File: config.mk
export PLATFORM = sky130hd
export DESIGN_NAME = load_store_unit
export DESIGN_NICKNAME = d
export VERILOG_FILES = /design/src/rtl/lsu_pkg.sv /design/src/rtl/lsu_align.sv /design/src/rtl/load_store_unit.sv
export SDC_FILE = /design/constraint.sdc
export NUM_CORES = 1
export LEC_CHECK = 0
export CORE_MARGIN = 3
export CORE_UTILIZATION = 40
export DETAILED_ROUTE_END_ITERATION = 7
export PLACE_DENSITY = 0.79
export SYNTH_ARGS = -nofsm -noshare
export SYNTH_HDL_FRONTEND = slang
export SYNTH_SLANG_ARGS = --single-unit
File: constraint.sdc
create_clock -name clk -period 5.1 [get_ports clk]
set_input_delay 1.02 -clock clk [delete_from_list [all_inputs] [get_ports clk]]
set_output_delay 1.02 -clock clk [all_outputs]
set_load 0.05 [all_outputs]
File: src/rtl/lsu_pkg.sv
// Shared constants, encodings and small decode helpers for the load/store unit.
package lsu_pkg;

    localparam logic [6:0] OPC_LOAD  = 7'b0000011;
    localparam logic [6:0] OPC_STORE = 7'b0100011;

    typedef enum logic [2:0] {
        F3_LB  = 3'b000,
        F3_LH  = 3'b001,
        F3_LW  = 3'b010,
        F3_LBU = 3'b100,
        F3_LHU = 3'b101
    } e_load_f3;

    typedef enum logic [2:0] {
        F3_SB = 3'b000,
        F3_SH = 3'b001,
        F3_SW = 3'b010
    } e_store_f3;

    typedef enum logic [1:0] {
        IDLE = 2'b00,
        BUSY = 2'b01,
        DONE = 2'b10
    } e_lsu_state;

    // Access size lives in func3[1:0] for both loads and stores.
    localparam logic [1:0] SIZE_BYTE = 2'b00;
    localparam logic [1:0] SIZE_HALF = 2'b01;
    localparam logic [1:0] SIZE_WORD = 2'b10;

    function automatic logic f3_legal(input logic is_store, input logic [2:0] f3);
        if (is_store) begin
            return f3 inside {F3_SB, F3_SH, F3_SW};
        end
        return f3 inside {F3_LB, F3_LH, F3_LW, F3_LBU, F3_LHU};
    endfunction

    // Byte offset actually used for lane steering; offset bits a size cannot use are dropped.
    function automatic logic [1:0] lane_offset(input logic [2:0] f3, input logic [1:0] addr_lo);
        case (f3[1:0])
            SIZE_BYTE: return addr_lo;
            SIZE_HALF: return {addr_lo[1], 1'b0};
            default:   return 2'b00;
        endcase
    endfunction

    function automatic logic is_misaligned(input logic [2:0] f3, input logic [1:0] addr_lo);
        return ((f3[1:0] == SIZE_HALF) && addr_lo[0]) ||
               ((f3[1:0] == SIZE_WORD) && (addr_lo != 2'b00));
    endfunction

endpackage

File: src/rtl/lsu_align.sv
// Combinational byte-lane steering: store enables/data replication and load extract/extend.
module lsu_align
    import lsu_pkg::*;
#(
    parameter int DW = 32
) (
    input  logic [1:0]    st_size_i,
    input  logic [1:0]    st_off_i,
    input  logic [DW-1:0] st_data_i,
    output logic [3:0]    st_be_o,
    output logic [DW-1:0] st_wdata_o,
    input  logic [2:0]    ld_func3_i,
    input  logic [1:0]    ld_off_i,
    input  logic [DW-1:0] ld_rdata_i,
    output logic [DW-1:0] ld_data_o
);

    logic [DW-1:0] shifted;

    always_comb begin
        st_be_o    = 4'b0000;
        st_wdata_o = '0;
        case (st_size_i)
            SIZE_BYTE: begin
                st_be_o    = 4'b0001 << st_off_i;
                st_wdata_o = {4{st_data_i[7:0]}};
            end
            SIZE_HALF: begin
                st_be_o    = 4'b0011 << {st_off_i[1], 1'b0};
                st_wdata_o = {2{st_data_i[15:0]}};
            end
            SIZE_WORD: begin
                st_be_o    = 4'b1111;
                st_wdata_o = st_data_i;
            end
            default: ;
        endcase
    end

    always_comb begin
        shifted   = ld_rdata_i >> {ld_off_i, 3'b000};
        ld_data_o = '0;
        case (ld_func3_i)
            F3_LB:   ld_data_o = {{24{shifted[7]}}, shifted[7:0]};
            F3_LBU:  ld_data_o = {24'h000000, shifted[7:0]};
            F3_LH:   ld_data_o = {{16{shifted[15]}}, shifted[15:0]};
            F3_LHU:  ld_data_o = {16'h0000, shifted[15:0]};
            F3_LW:   ld_data_o = shifted;
            default: ld_data_o = '0;
        endcase
    end

endmodule

File: src/rtl/load_store_unit.sv
// Data-memory access stage: IDLE/BUSY/DONE FSM driving a req/ack bus with lane alignment.
// Optional LSU_MISALIGN_CHECK_EN rejects misaligned half/word accesses without a bus cycle.
module load_store_unit
    import lsu_pkg::*;
#(
    parameter int DW      = 32,
    parameter int AW      = 32,
    parameter int TIMEOUT = 255
) (
    input  logic          clk,
    input  logic          rst,
    input  logic          valid_i,
    input  logic [6:0]    opcode_i,
    input  logic [2:0]    func3_i,
    input  logic [AW-1:0] addr_i,
    input  logic [DW-1:0] store_data_i,
    output logic          stall_o,
    output logic [DW-1:0] load_data_o,
    output logic          load_valid_o,
    output logic          err_o,
    output logic          misalign_o,
    output logic          mem_req_o,
    output logic          mem_we_o,
    output logic [AW-1:0] mem_addr_o,
    output logic [DW-1:0] mem_wdata_o,
    output logic [3:0]    mem_be_o,
    input  logic [DW-1:0] mem_rdata_i,
    input  logic          mem_ack_i
);

    localparam int CW = $clog2(TIMEOUT + 1);

    e_lsu_state    state_q, state_d;
    logic [CW-1:0] cnt_q, cnt_d;
    logic [AW-1:0] addr_q, addr_d;
    logic          we_q, we_d;
    logic [3:0]    be_q, be_d;
    logic [DW-1:0] wdata_q, wdata_d;
    logic [2:0]    func3_q, func3_d;
    logic [1:0]    off_q, off_d;
    logic          is_load_q, is_load_d;
    logic          err_q, err_d;
    logic          mis_q, mis_d;
    logic [DW-1:0] ld_data_q, ld_data_d;
    logic          req_q, req_d;

    logic          is_load, is_store, accept, legal, misaligned, timed_out;
    logic [1:0]    in_off;
    logic [3:0]    st_be;
    logic [DW-1:0] st_wdata, ld_ext;

    assign is_load   = (opcode_i == OPC_LOAD);
    assign is_store  = (opcode_i == OPC_STORE);
    assign accept    = (state_q == IDLE) && valid_i && (is_load || is_store);
    assign legal     = f3_legal(is_store, func3_i);
    assign in_off    = lane_offset(func3_i, addr_i[1:0]);
    assign timed_out = (cnt_q == CW'(TIMEOUT - 1));

`ifdef LSU_MISALIGN_CHECK_EN
    assign misaligned = is_misaligned(func3_i, addr_i[1:0]);
`else
    assign misaligned = 1'b0;
`endif

    lsu_align #(.DW(DW)) u_align (
        .st_size_i  (func3_i[1:0]),
        .st_off_i   (in_off),
        .st_data_i  (store_data_i),
        .st_be_o    (st_be),
        .st_wdata_o (st_wdata),
        .ld_func3_i (func3_q),
        .ld_off_i   (off_q),
        .ld_rdata_i (mem_rdata_i),
        .ld_data_o  (ld_ext)
    );

    always_ff @(posedge clk or posedge rst) begin
        if (rst) begin
            state_q <= IDLE;
        end else begin
            state_q <= state_d;
        end
    end

    always_comb begin
        state_d = state_q;
        case (state_q)
            IDLE: if (accept) state_d = (legal && !misaligned) ? BUSY : DONE;
            BUSY: if (mem_ack_i || timed_out) state_d = DONE;
            DONE: state_d = IDLE;
            default: state_d = IDLE;
        endcase
    end

    always_comb begin
        stall_o      = 1'b0;
        load_valid_o = 1'b0;
        err_o        = 1'b0;
        misalign_o   = 1'b0;
        case (state_q)
            IDLE: stall_o = accept;
            BUSY: stall_o = 1'b1;
            DONE: begin
                load_valid_o = is_load_q && !err_q && !mis_q;
                err_o        = err_q;
`ifdef LSU_MISALIGN_CHECK_EN
                misalign_o   = mis_q;
`endif
            end
            default: ;
        endcase
    end

    // Every load that finishes without good data leaves zero on load_data_o.
    always_comb begin
        cnt_d     = '0;
        addr_d    = addr_q;
        we_d      = we_q;
        be_d      = be_q;
        wdata_d   = wdata_q;
        func3_d   = func3_q;
        off_d     = off_q;
        is_load_d = is_load_q;
        err_d     = err_q;
        mis_d     = mis_q;
        ld_data_d = ld_data_q;
        req_d     = (state_d == BUSY);
        case (state_q)
            IDLE: begin
                if (accept) begin
                    addr_d    = {addr_i[AW-1:2], 2'b00};
                    we_d      = is_store;
                    be_d      = st_be;
                    wdata_d   = st_wdata;
                    func3_d   = func3_i;
                    off_d     = in_off;
                    is_load_d = is_load;
                    err_d     = !legal;
                    mis_d     = legal && misaligned;
                    if (is_load && !(legal && !misaligned)) ld_data_d = '0;
                end
            end
            BUSY: begin
                cnt_d = cnt_q + 1'b1;
                if (mem_ack_i) begin
                    if (is_load_q) ld_data_d = ld_ext;
                end else if (timed_out) begin
                    err_d = 1'b1;
                    if (is_load_q) ld_data_d = '0;
                end
            end
            default: ;
        endcase
    end

    always_ff @(posedge clk or posedge rst) begin
        if (rst) begin
            cnt_q     <= '0;
            addr_q    <= '0;
            we_q      <= 1'b0;
            be_q      <= 4'b0000;
            wdata_q   <= '0;
            func3_q   <= 3'b000;
            off_q     <= 2'b00;
            is_load_q <= 1'b0;
            err_q     <= 1'b0;
            mis_q     <= 1'b0;
            ld_data_q <= '0;
            req_q     <= 1'b0;
        end else begin
            cnt_q     <= cnt_d;
            addr_q    <= addr_d;
            we_q      <= we_d;
            be_q      <= be_d;
            wdata_q   <= wdata_d;
            func3_q   <= func3_d;
            off_q     <= off_d;
            is_load_q <= is_load_d;
            err_q     <= err_d;
            mis_q     <= mis_d;
            ld_data_q <= ld_data_d;
            req_q     <= req_d;
        end
    end

    assign mem_req_o   = req_q;
    assign mem_we_o    = we_q;
    assign mem_addr_o  = addr_q;
    assign mem_wdata_o = wdata_q;
    assign mem_be_o    = be_q;
    assign load_data_o = ld_data_q;

endmodule

Word-level counts from Yosys, hierarchy flattened --
Cells that the tools add are included.
Cells by class: mux-type cells 26, shifts and indexed selects 3, reduce and logical (&&, ||, !) cells 18, add/subtract/negate cells 1, eq/ne operators 22
Operator list (number):
- two-way mux 32 bit | 6
- one-hot mux 32 bit (5 select lines) | 1
- one-hot mux 32 bit (3 select lines) | 1
- one-hot mux 32 bit (2 select lines) | 1
- >> shifter 32 x 5 -> 32 bit | 1
- == test 3 bit (second input constant) | 4
- one-hot mux 4 bit (3 select lines) | 1
- adder 8 x 1 -> 8 bit (second input constant) | 1
- == test 8 bit (second input constant) | 1
- two-way mux 1 bit | 8
- two-way mux 8 bit | 1
- inequality test 2 bit (second input constant) | 4
- one-hot mux 2 bit (2 select lines) | 2
- == test 7 x 2 -> 1 bit (second input constant) | 1
- == test 7 x 6 -> 1 bit (second input constant) | 1
- == test 2 x 1 -> 1 bit (second input constant) | 3
- == test 3 x 1 -> 1 bit (second input constant) | 2
- == test 3 x 2 -> 1 bit (second input constant) | 2
- logical NOT 3 bit | 2
- two-way mux 2 bit | 3
- AND reduction 5 bit | 1
- nonzero test 5 bit | 1
- == test 2 bit (second input constant) | 2
- logical AND 1 bit | 4
- 12 further kinds | 16
Storage, ports and cells: output and inout bits 106, input port bits 110, bits in registers 117

Depth between registers and ports, before layout --
Gate-level depths: netlist of the first run.
depth after elaboration 9, depth in mapped cells 7, mapped depth without buffers 6

Cells and area by module --
From an unflattened synthesis of the first run, not the netlist that was laid out.
Unflattened totals: cell total of the unflattened synthesis 571, area, all modules 6611.3 um2
By module, submodules not included:
- load_store_unit | area each 5186.2 um2, seq. area each 2927.8 um2, cells an instance 374, times used 1
- lsu_align | area each 1425.1 um2, seq. area each 0.0 um2, cells an instance 197, times used 1

Least setup slack after synthesis of the first run --
Ideal clock, no wire load.
kind input -> output, start point in opcode_i[2], end point out stall_o, setup slack 1.906 ns, data required time 4.080 ns, data arrival time 2.174 ns, buffers on the path 1, stages on the path 4, cells stage by stage and4bb_2 -> nand4_1 -> clkbuf_1 -> nand2_1
On the way: cells in the longest elaborated chain, start to end 4
RTL lines:
- start: declaration | RTL line load_store_unit.sv:13 | input logic [6:0] opcode_i,
- == test 7 x 2 -> 1 bit or == test 7 x 6 -> 1 bit (tied branches) | RTL line load_store_unit.sv:52, load_store_unit.sv:53
- logical OR 1 bit (*) | RTL line load_store_unit.sv:54 | assign accept = (state_q == IDLE) && valid_i && (is_load || is_store);
- logical AND 1 bit (*) | RTL line load_store_unit.sv:54
- one-hot mux 1 bit (2 select lines) (*) | RTL line load_store_unit.sv:100 | case (state_q)
- end: declaration | RTL line load_store_unit.sv:17 | output logic stall_o,
Mark *: on every way between the ends. The rest lies on a longest branch, timed or not.

Final worst setup path of the first run --
Ends and elaborated chain as after synthesis.

==> results.md, run 1 <==
* Outcome: finished, final reports clean
* Design Power at 3.09 mW
* Area post-placement at 7930 um2
* Most Crowded Layer GR: met2
* Post-Syn Area per Cell at 9.58 um2
* Dominant cell by count in the synthesized netlist: nand2_1
* Postcts setup bufs at 0
* CP delay by family, top: buffers and inverters
* Antenna violations before repair at 0
* Util after Layout at 61.2%
* Async SR Flop Fraction at 100%
* Required time worst endpoint at 4.08 ns
* Cell mode on critical path: clkdlybuf4s50_1
* Main synth FF type: dfrtp_1
* Critical Path Fanout Max at 4
* Period Utilization, post-route at 75.5%
* Routed Antenna Nets at 0
* Final hold vios at 0
* Register area share after synthesis at 51.0%
* DPL Wire Length at 12200 um
* Via Count at 5180
* Met1 Track Usage GR at 26.6%
* Worst skew pair latency at 0.41 ns
* R2R setup slack at 2.86 ns
* Total Neg Setup Slack at 0 ns
* 1st-pass router iterations at 5
* Hold_ws at 0.470 ns
* Max cap viols at 0
* Seq cells post-synth at 117
* Met2 GRT Util at 34.6%
* Top cells by area, synth: dfrtp_1 51%, nand2_1 9.5%, mux2i_1 5.1%, nor2_1 3.7%, a22o_1 2.4%
* Synth warn at 0
* Chip height at 126 um
* Worst hold-check path type: reg2reg
* Synth top cells by count: 145 x nand2_1, 117 x dfrtp_1, 57 x nor2_1
* Crit path kind: in2out
* Number of diodes at 0
* H-Tree Depth at 4
* Critical path's slowest cell: clkdlybuf4s50_1
* # port buffers at 212
* Critical Path Max Stage Delay at 0.81 ns
* Nets at 909
* Arrival time worst endpoint at 2.83 ns
* Total CTS buffers at 17
* Synth-to-layout area growth at 48.6%
* DR vias/cell at 5.24
* Die area at 15800 um2
* Die Wd at 126 um
* Power per cell area at 363 nW/um2
* Post-synth EDFFs at 0
* Hold buffers post-CTS at 0
* Post-synth top area cell: dfrtp_1
* Critical path, cell by cell: clkdlybuf4s50_1 > and4bb_2 > nand4_1 > nand2_1 > clkdlybuf4s50_1
* Grt ovf at 0
* CP Buf/Inv Count at 2
* Num rows at 43
* Resized Gates After CTS at 0
* Lkg Pwr at 3.81 nW
* CTS Sinks at 117
* Largest net degree at the start of global routing at 90
* Max-slew violation count at 0
* Initial core utilization at 41.2%
* Routed WL per cell at 17.3 um
* Synthesized instance count at 599
* Vias in the first global route at 5056
* Share of layout cells above drive strength 1 at 7.05%
* First-pass GRT wire length at 27200 um
* M3 GR Usage at 9.12%
* Max Fclk at 260 MHz
* DR iter-0 viols at 348
* Total core area at 13900 um2
* Worst Setup End Kind: output pin
* Worst-path clk slew at 0.05 ns
* Cell area after layout at 8520 um2
* Worst slew margin at 28.2%
* Filler cells at 1207
* # IOs at 216
* CTS tree: built
* RSZ-0062 raised after global routing: no
* Distinct cell type count after synthesis at 52
* Mapped cell area at 5740 um2
* Post-Route Skew at 0.0133 ns
* Routability-driven placement congestion ratio at 0.834
* Number of setup violations in the final report at 0
* Detailed Route WL at 17100 um
* VDD IR max at 0.000271 V
* Fin crit period at 3.85 ns
* DR DRC count at 0
* Synth top area share at 51.0%
* GRT Total Usage at 21.7%
* Clk buf depth at 2
* CTS root buf: clkbuf_16
* Setup crit start kind: primary input
* Tightest Pin Transition at 1.07 ns
[layer usage]
metal	wire [um]	up-vias	part of all wire (%)
met5	0	-	0
met4	320	0	1.9
met3	1810	20	11
met2	8000	223	47
met1	6930	2474	41
li1	-	2463	-
[registers in the layout, summed over array words and instances (netlist names), 2 cells and up]
| signal | cells |
|---|---|
| cnt_q | 8 |
| func3_q | 3 |
| load_data_o | 32 |
| mem_addr_o | 30 |
| mem_be_o | 4 |
| mem_wdata_o | 32 |
| off_q | 2 |
| state_q | 2 |
[logic make-up after synthesis]
family | Yosys count | synth area share (%)
AND/OR/NAND/NOR | 252 | 19.1
AO/OA/AOI/OAI | 118 | 15.0
flip-flops | 117 | 51.0
buffers and inverters | 56 | 4.67
multiplexers | 48 | 8.99
XOR/XNOR | 5 | 0.763
adder cells (fa/ha/maj) | 2 | 0.436
other | 1 | 0.0654
[path summary, 6_finish.rpt]
check	startpoint	end	depth (start not counted)
max	opcode_i[2]	stall_o	5
max reg2reg	off_q[1]	load_data_o[19]	4
min reg2reg	mem_addr_o[11]	mem_addr_o[11]	2
min in group asynchronous	rst	load_data_o[19]	2
min	mem_addr_o[11]	mem_addr_o[11]	2
max in group asynchronous	rst	cnt_q[6]	3
[cell usage in the layout, fill, tap and decap left out, types with 8 or more instances in the layout]
cell type        instances
nand3b_1                10
nand2_1                145
nand3_1                 14
a21oi_1                 13
clkbuf_16               17
clkdlybuf4s50_1        212
mux2i_1                 29
nor2_1                  57
o21ai_0                 27
o211ai_1                16
a22o_1                  16
a21boi_0                 8
mux2_2                  11
inv_1                   11
a221oi_1                15
dfrtp_1                117
[through the flow]
step                cells  worst slack [ns]
finish                989              1.25
CTS                   989              1.22
floorplan             601             0.979
global route          989              1.16
detailed placement    958              1.23
global placement      958              1.24
[report_power, final]
part | internal, mW | switching, mW
sequential | 1.02 | 0.0613
combinational | 0.297 | 0.516
clock | 0.789 | 0.411
[worst min-delay path, cell delays in order, from the launching register on]
cell	delay (ns)
dfrtp_1	0.33
nand2_1	0.05
nand2_1	0.06
[layout make-up]
type                    instances  area [um2]  area share [%]
multi-input cells             428        2550            29.9
inverters                      14        55.1           0.646
repair buffers                219        2170            25.5
clock inverters                 9         126            1.48
well taps                     180         225            2.64
flip-flops and latches        117        2930            34.4
clock buffers                  22         464            5.45
(Power assumes the default switching activity.)
==> run 2: changes to the inputs <==
--- a/config.mk
+++ b/config.mk
@@ -8,7 +8,7 @@
 export CORE_MARGIN = 3
 export CORE_UTILIZATION = 40
 export DETAILED_ROUTE_END_ITERATION = 7
-export PLACE_DENSITY = 0.79
+export PLACE_DENSITY = 0.82
 export SYNTH_ARGS = -nofsm -noshare
 export SYNTH_HDL_FRONTEND = slang
 export SYNTH_SLANG_ARGS = --single-unit
==> constraint.sdc (replaced) <==
create_clock -name clk -period 3.1 [get_ports clk]
set_input_delay 0.62 -clock clk [delete_from_list [all_inputs] [get_ports clk]]
set_output_delay 0.62 -clock clk [all_outputs]
set_load 0.05 [all_outputs]
==> run 2 against run 1 <==
Net effect: final area is 1.5% higher; power is 68% higher; worst hold slack worse by 0.0022 ns; sequential share of layout area is 0.51 points lower; first-iteration DRC count is 18% higher; flip-flop and latch count stayed put; clock power is 72% higher; sequential power is 63% higher; final cell count is 0.81% higher; via count is 2.0% higher; register-to-register slack worse by 1.7 ns; critical endpoint is now load_valid_o.
==> results.md, run 2 (synthesis gave the netlist of run 1 again) <==
* Outcome: finished, final reports clean
* Max-slew violation count at 0
* P_int at 3.54 mW
* Setup ws final at 0.396 ns
* Hold_sp: mem_wdata_o[1]
* Clk buf depth at 2
* DR vias/cell at 5.30
* Comb power frac at 26.3%
* # IOs at 216
* First-pass GRT wire length at 27800 um
* Share of layout cells above drive strength 1 at 8.32%
* Post-Route Skew at 0.00863 ns
* Area post-placement at 8030 um2
* Worst slew margin at 57.3%
* Arrival time worst endpoint at 2.08 ns
* Power per cell area at 600 nW/um2
* Worst skew pair latency at 0.42 ns
* Period Utilization, post-route at 87.2%
* Num rows at 43
* Crit path kind: reg2out
* Commonest non-fill, non-tap cells in the layout: 211 x clkdlybuf4s50_1, 145 x nand2_1, 117 x dfrtp_1, 57 x nor2_1, 29 x mux2i_1
* CTS tree: built
* DP Worst Slack at 0.455 ns
* Post-placement cell count at 966
* # port buffers at 212
* Largest net degree at the start of global routing at 94
* Post-route insts no fill at 997
* Vias in the first global route at 5163
* Fin crit period at 2.70 ns
* Clock share of power at 39.7%
* Most Crowded Layer GR: met2
* DR DRC count at 0
* Net Sw Frac at 31.8%
* Chip height at 126 um
* Met2 GRT Util at 34.4%
* Routed WL per cell at 17.5 um
* Filler cells at 1151
* GRT Total Usage at 22.1%
* H-Tree Depth at 4
* Critical path, cell by cell: nor4bb_1 > clkdlybuf4s50_1
* Initial core utilization at 41.2%
* Total CTS buffers at 17
* CTS Sinks at 117
* Number of diodes at 0
* Number of setup violations in the final report at 0
* CP startpoint: state_q[0]
* Util after Layout at 62.1%
* Antenna violations before repair at 0
* CTS root buf: clkbuf_16
* Required time worst endpoint at 2.48 ns
* Met1 Track Usage GR at 28.2%
* Routability-driven placement congestion ratio at 0.871
* Resized Gates After CTS at 0
* Via Count at 5286
* 1st-pass router iterations at 5
* Die Wd at 126 um
* Setup crit start kind: register
* Critical Path Fanout Max at 6
* R2R Path Start: off_q[1]
* Net Sw Power at 1.65 mW
* Design Power at 5.19 mW
* Worst hold-check path type: reg2reg
* DPL Wire Length at 12600 um
* Die area at 15800 um2
* RSZ-0062 raised after global routing: no
* Final hold vios at 0
* Routed Antenna Nets at 0
* Commonest non-fill, non-tap cell in the layout: clkdlybuf4s50_1
* Lkg Pwr at 3.86 nW
* Detailed Route WL at 17400 um
* VDD IR max at 0.000341 V
* M3 GR Usage at 7.85%
* Cell area after layout at 8650 um2
* Seq pwr share at 34.0%
* Critical Path Max Stage Delay at 0.87 ns
* DR iter-0 viols at 412
* Critical path's slowest cell: clkdlybuf4s50_1
* R2R setup slack at 1.11 ns
* Postcts setup bufs at 0
* Max Fclk at 370 MHz
* Tightest Pin Transition at 0.641 ns
* Max cap viols at 0
* Hold buffers post-CTS at 0
* Worst-path clk slew at 0.05 ns
* Worst Setup End Kind: output pin
* Synth-to-layout area growth at 50.8%
* Total core area at 13900 um2
* Grt ovf at 0
* Total Neg Setup Slack at 0 ns
* Nets at 917
* Hold_ws at 0.468 ns
-- run 2: path summary, 6_finish.rpt --
kind / cells after the start / to
setup / recovery: 2 / load_valid_o
hold / removal: 2 / mem_wdata_o[1]
setup reg to reg: 4 / load_data_o[28]
hold reg to reg: 2 / mem_wdata_o[1]
max in group asynchronous: 3 / mem_addr_o[9]
min in group asynchronous: 3 / mem_wdata_o[0]
-- run 2: power groups by stage --
stage	registers [mW]	clock network, mW	logic, mW
2_1_floorplan	2.25	0	0.351
3_3_place_gp	1.78	0	1.35
3_5_place_dp	1.79	0	1.37
4_1_cts	1.77	2.09	1.37
5_1_grt	1.79	2.16	1.45
6_report	1.76	2.06	1.36
-- run 2: metal layers --
layer	vias up	routed length, um
li1	2488	-
met1	2499	7260
met2	264	7970
met3	35	1710
met4	0	484
met5	-	0
-- run 2: area by class of cell --
type                       count  area [um2]  area share (%)
inverter                      14        56.3           0.651
multi-input combinational    428        2550            29.5
tap                          180         225            2.60
clock buffer                  19         443            5.12
sequential                   117        2930            33.8
timing repair buffer         227        2270            26.2
clock inverter                12         180            2.08
-- run 2: worst max-delay path: cells and delay by family, from the launching register on --
kind / cells / cell delay [ns]
simple gates: 1 / 0.38
buf+inv: 1 / 0.87
flops: 1 / 0.42
==> run 3: changes to the inputs <==
--- a/config.mk
+++ b/config.mk
@@ -8,7 +8,7 @@
 export CORE_MARGIN = 3
 export CORE_UTILIZATION = 40
 export DETAILED_ROUTE_END_ITERATION = 7
-export PLACE_DENSITY = 0.82
+export PLACE_DENSITY = 0.79
 export SYNTH_ARGS = -nofsm -noshare
 export SYNTH_HDL_FRONTEND = slang
 export SYNTH_SLANG_ARGS = --single-unit
==> constraint.sdc (replaced) <==
create_clock -name clk -period 2.7 [get_ports clk]
set_input_delay 0.54 -clock clk [delete_from_list [all_inputs] [get_ports clk]]
set_output_delay 0.54 -clock clk [all_outputs]
set_load 0.05 [all_outputs]
==> run 3 against run 2 <==
Net effect: wire length grew 0.21%; worst hold slack lost 0.0033 ns; die area did not move; register-to-register slack got worse by 0.32 ns; first-iteration DRC count shrank 18%; final area shrank 0.22%; sequential power rose by 16%; largest cell class unchanged.
==> results.md, run 3 (synthesis gave the netlist of run 1 again) <==
* Initial core utilization at 41.2%
* Hold_ws at 0.465 ns
* P_int at 3.89 mW
* Commonest non-fill, non-tap cell in the layout: clkdlybuf4s50_1
* DR DRC count at 0
* DR vias/cell at 5.21
* Grt ovf at 0
* H-Tree Depth at 4
* 1st-pass router iterations at 4
* Num rows at 43
* Arrival time worst endpoint at 1.93 ns
* # IOs at 216
* Setup crit start kind: register
* Tightest Pin Transition at 0.633 ns
* CTS root buf: clkbuf_16
* Number of setup violations in the final report at 0
* Clock share of power at 38.3%
* GRT Total Usage at 21.8%
* Worst skew pair latency at 0.41 ns
* Critical Path Fanout Max at 6
* Total core area at 13900 um2
* Net Sw Power at 1.94 mW
* Lkg Pwr at 3.87 nW
* Share of layout cells above drive strength 1 at 8.33%
* Final hold vios at 0
* Design Power at 5.83 mW
* Power per cell area at 675 nW/um2
* VDD IR max at 0.000500 V
* Comb power frac at 26.8%
* Chip height at 126 um
* Required time worst endpoint at 2.16 ns
* Worst-path clk slew at 0.05 ns
* First-pass GRT wire length at 27200 um
* Clk buf depth at 2
* Fin crit period at 2.47 ns
* Vias in the first global route at 5196
* Seq pwr share at 34.9%
* # port buffers at 212
* Worst slew margin at 57.8%
* Synth-to-layout area growth at 50.5%
* Net Sw Frac at 33.2%
* Outcome: finished, final reports clean
* Largest net degree at the start of global routing at 118
* Period Utilization, post-route at 91.6%
* DR iter-0 viols at 337
* Antenna violations before repair at 0
* Max cap viols at 0
* Die Wd at 126 um
* Commonest non-fill, non-tap cells in the layout: 210 x clkdlybuf4s50_1, 145 x nand2_1, 117 x dfrtp_1, 57 x nor2_1, 29 x mux2i_1
* Total Neg Setup Slack at 0 ns
* Worst hold-check path type: reg2reg
* Setup ws final at 0.227 ns
* Post-Route Skew at 0.00751 ns
* CTS tree: built
* Max-slew violation count at 0
* Die area at 15800 um2
* DP Worst Slack at 0.177 ns
* RSZ-0062 raised after global routing: no
* Max Fclk at 404 MHz
* CTS Sinks at 117
* Detailed Route WL at 17500 um
* Routed Antenna Nets at 0
* Routability-driven placement congestion ratio at 0.868
* Number of diodes at 0
* Crit path kind: reg2out
* Worst Setup End Kind: output pin
* Routed WL per cell at 17.5 um
* Postcts setup bufs at 0
* DPL Wire Length at 12400 um
* Total CTS buffers at 17
* Via Count at 5186
* Nets at 915
run 3: changes by cell type in the layout (fill, tap and decap cells not counted):
cell	previous run	this run
clkinv_2	1	2
clkbuf_1	1	0
buf_12	3	5
bufinv_16	4	2
clkdlybuf4s50_1	211	210
buf_4	13	9
clkinv_4	2	3
clkinvlp_4	6	5
dlymetal6s2s_1	0	1
inv_6	0	3
run 3: worst max-delay path, stage by stage, from the launching register on:
cell	delay, ns
dfrtp_1	0.44
inv_1	0.11
and3_1	0.17
clkdlybuf4s50_1	0.80
run 3: final cells by class:
type / count / area [um2]
clock buffers: 18 / 439
inverters: 14 / 56.3
repair buffers: 225 / 2280
flip-flops and latches: 117 / 2930
fillers: 1128 / 5300
multi-input cells: 428 / 2550
well taps: 180 / 225
clock inverters: 14 / 153
run 3: final timing paths:
kind,startpoint,endpoint,slack [ns],cells past startpoint
min in group asynchronous,rst,cnt_q[5],0.65,3
max in group asynchronous,rst,load_data_o[23],1.57,3
hold reg to reg,mem_wdata_o[0],mem_wdata_o[0],0.46,2
setup / recovery,state_q[0],err_o,0.23,3
setup reg to reg,func3_q[0],load_data_o[8],0.79,4
hold / removal,mem_wdata_o[0],mem_wdata_o[0],0.46,2
run 3: through the flow:
stage	utilization, %	area (um2)	std cells
finish	62.0	8630	996
floorplan	-	5750	601
global placement	57.7	8040	964
detailed placement	57.7	8040	964
global route	62.0	8630	996
CTS	61.9	8630	996
run 3: repair_timing:
| item | CTS | global route |
|---|---|---|
| hold buffers | 0 | 0 |
| setup endpoints to repair | 0 | 1 |
| resized for setup | 0 | 1 |
run 3: metal layers:
layer / vias up / track usage [%] / share of wire (%)
met5: - / 0 / 0
met4: 0 / 6.12 / 1.2
met3: 20 / 8.82 / 9.2
met2: 228 / 35.2 / 48
met1: 2461 / 27.2 / 42
li1: 2477 / - / -
run 3: power by group through the flow:
stage / combinational (mW) / sequential (mW) / clock, mW
floorplan: 0.403 / 2.59 / 0
global placement: 1.55 / 2.05 / 0
detailed placement: 1.56 / 2.06 / 0
CTS: 1.57 / 2.04 / 2.27
global route: 1.66 / 2.06 / 2.35
finish: 1.56 / 2.04 / 2.23
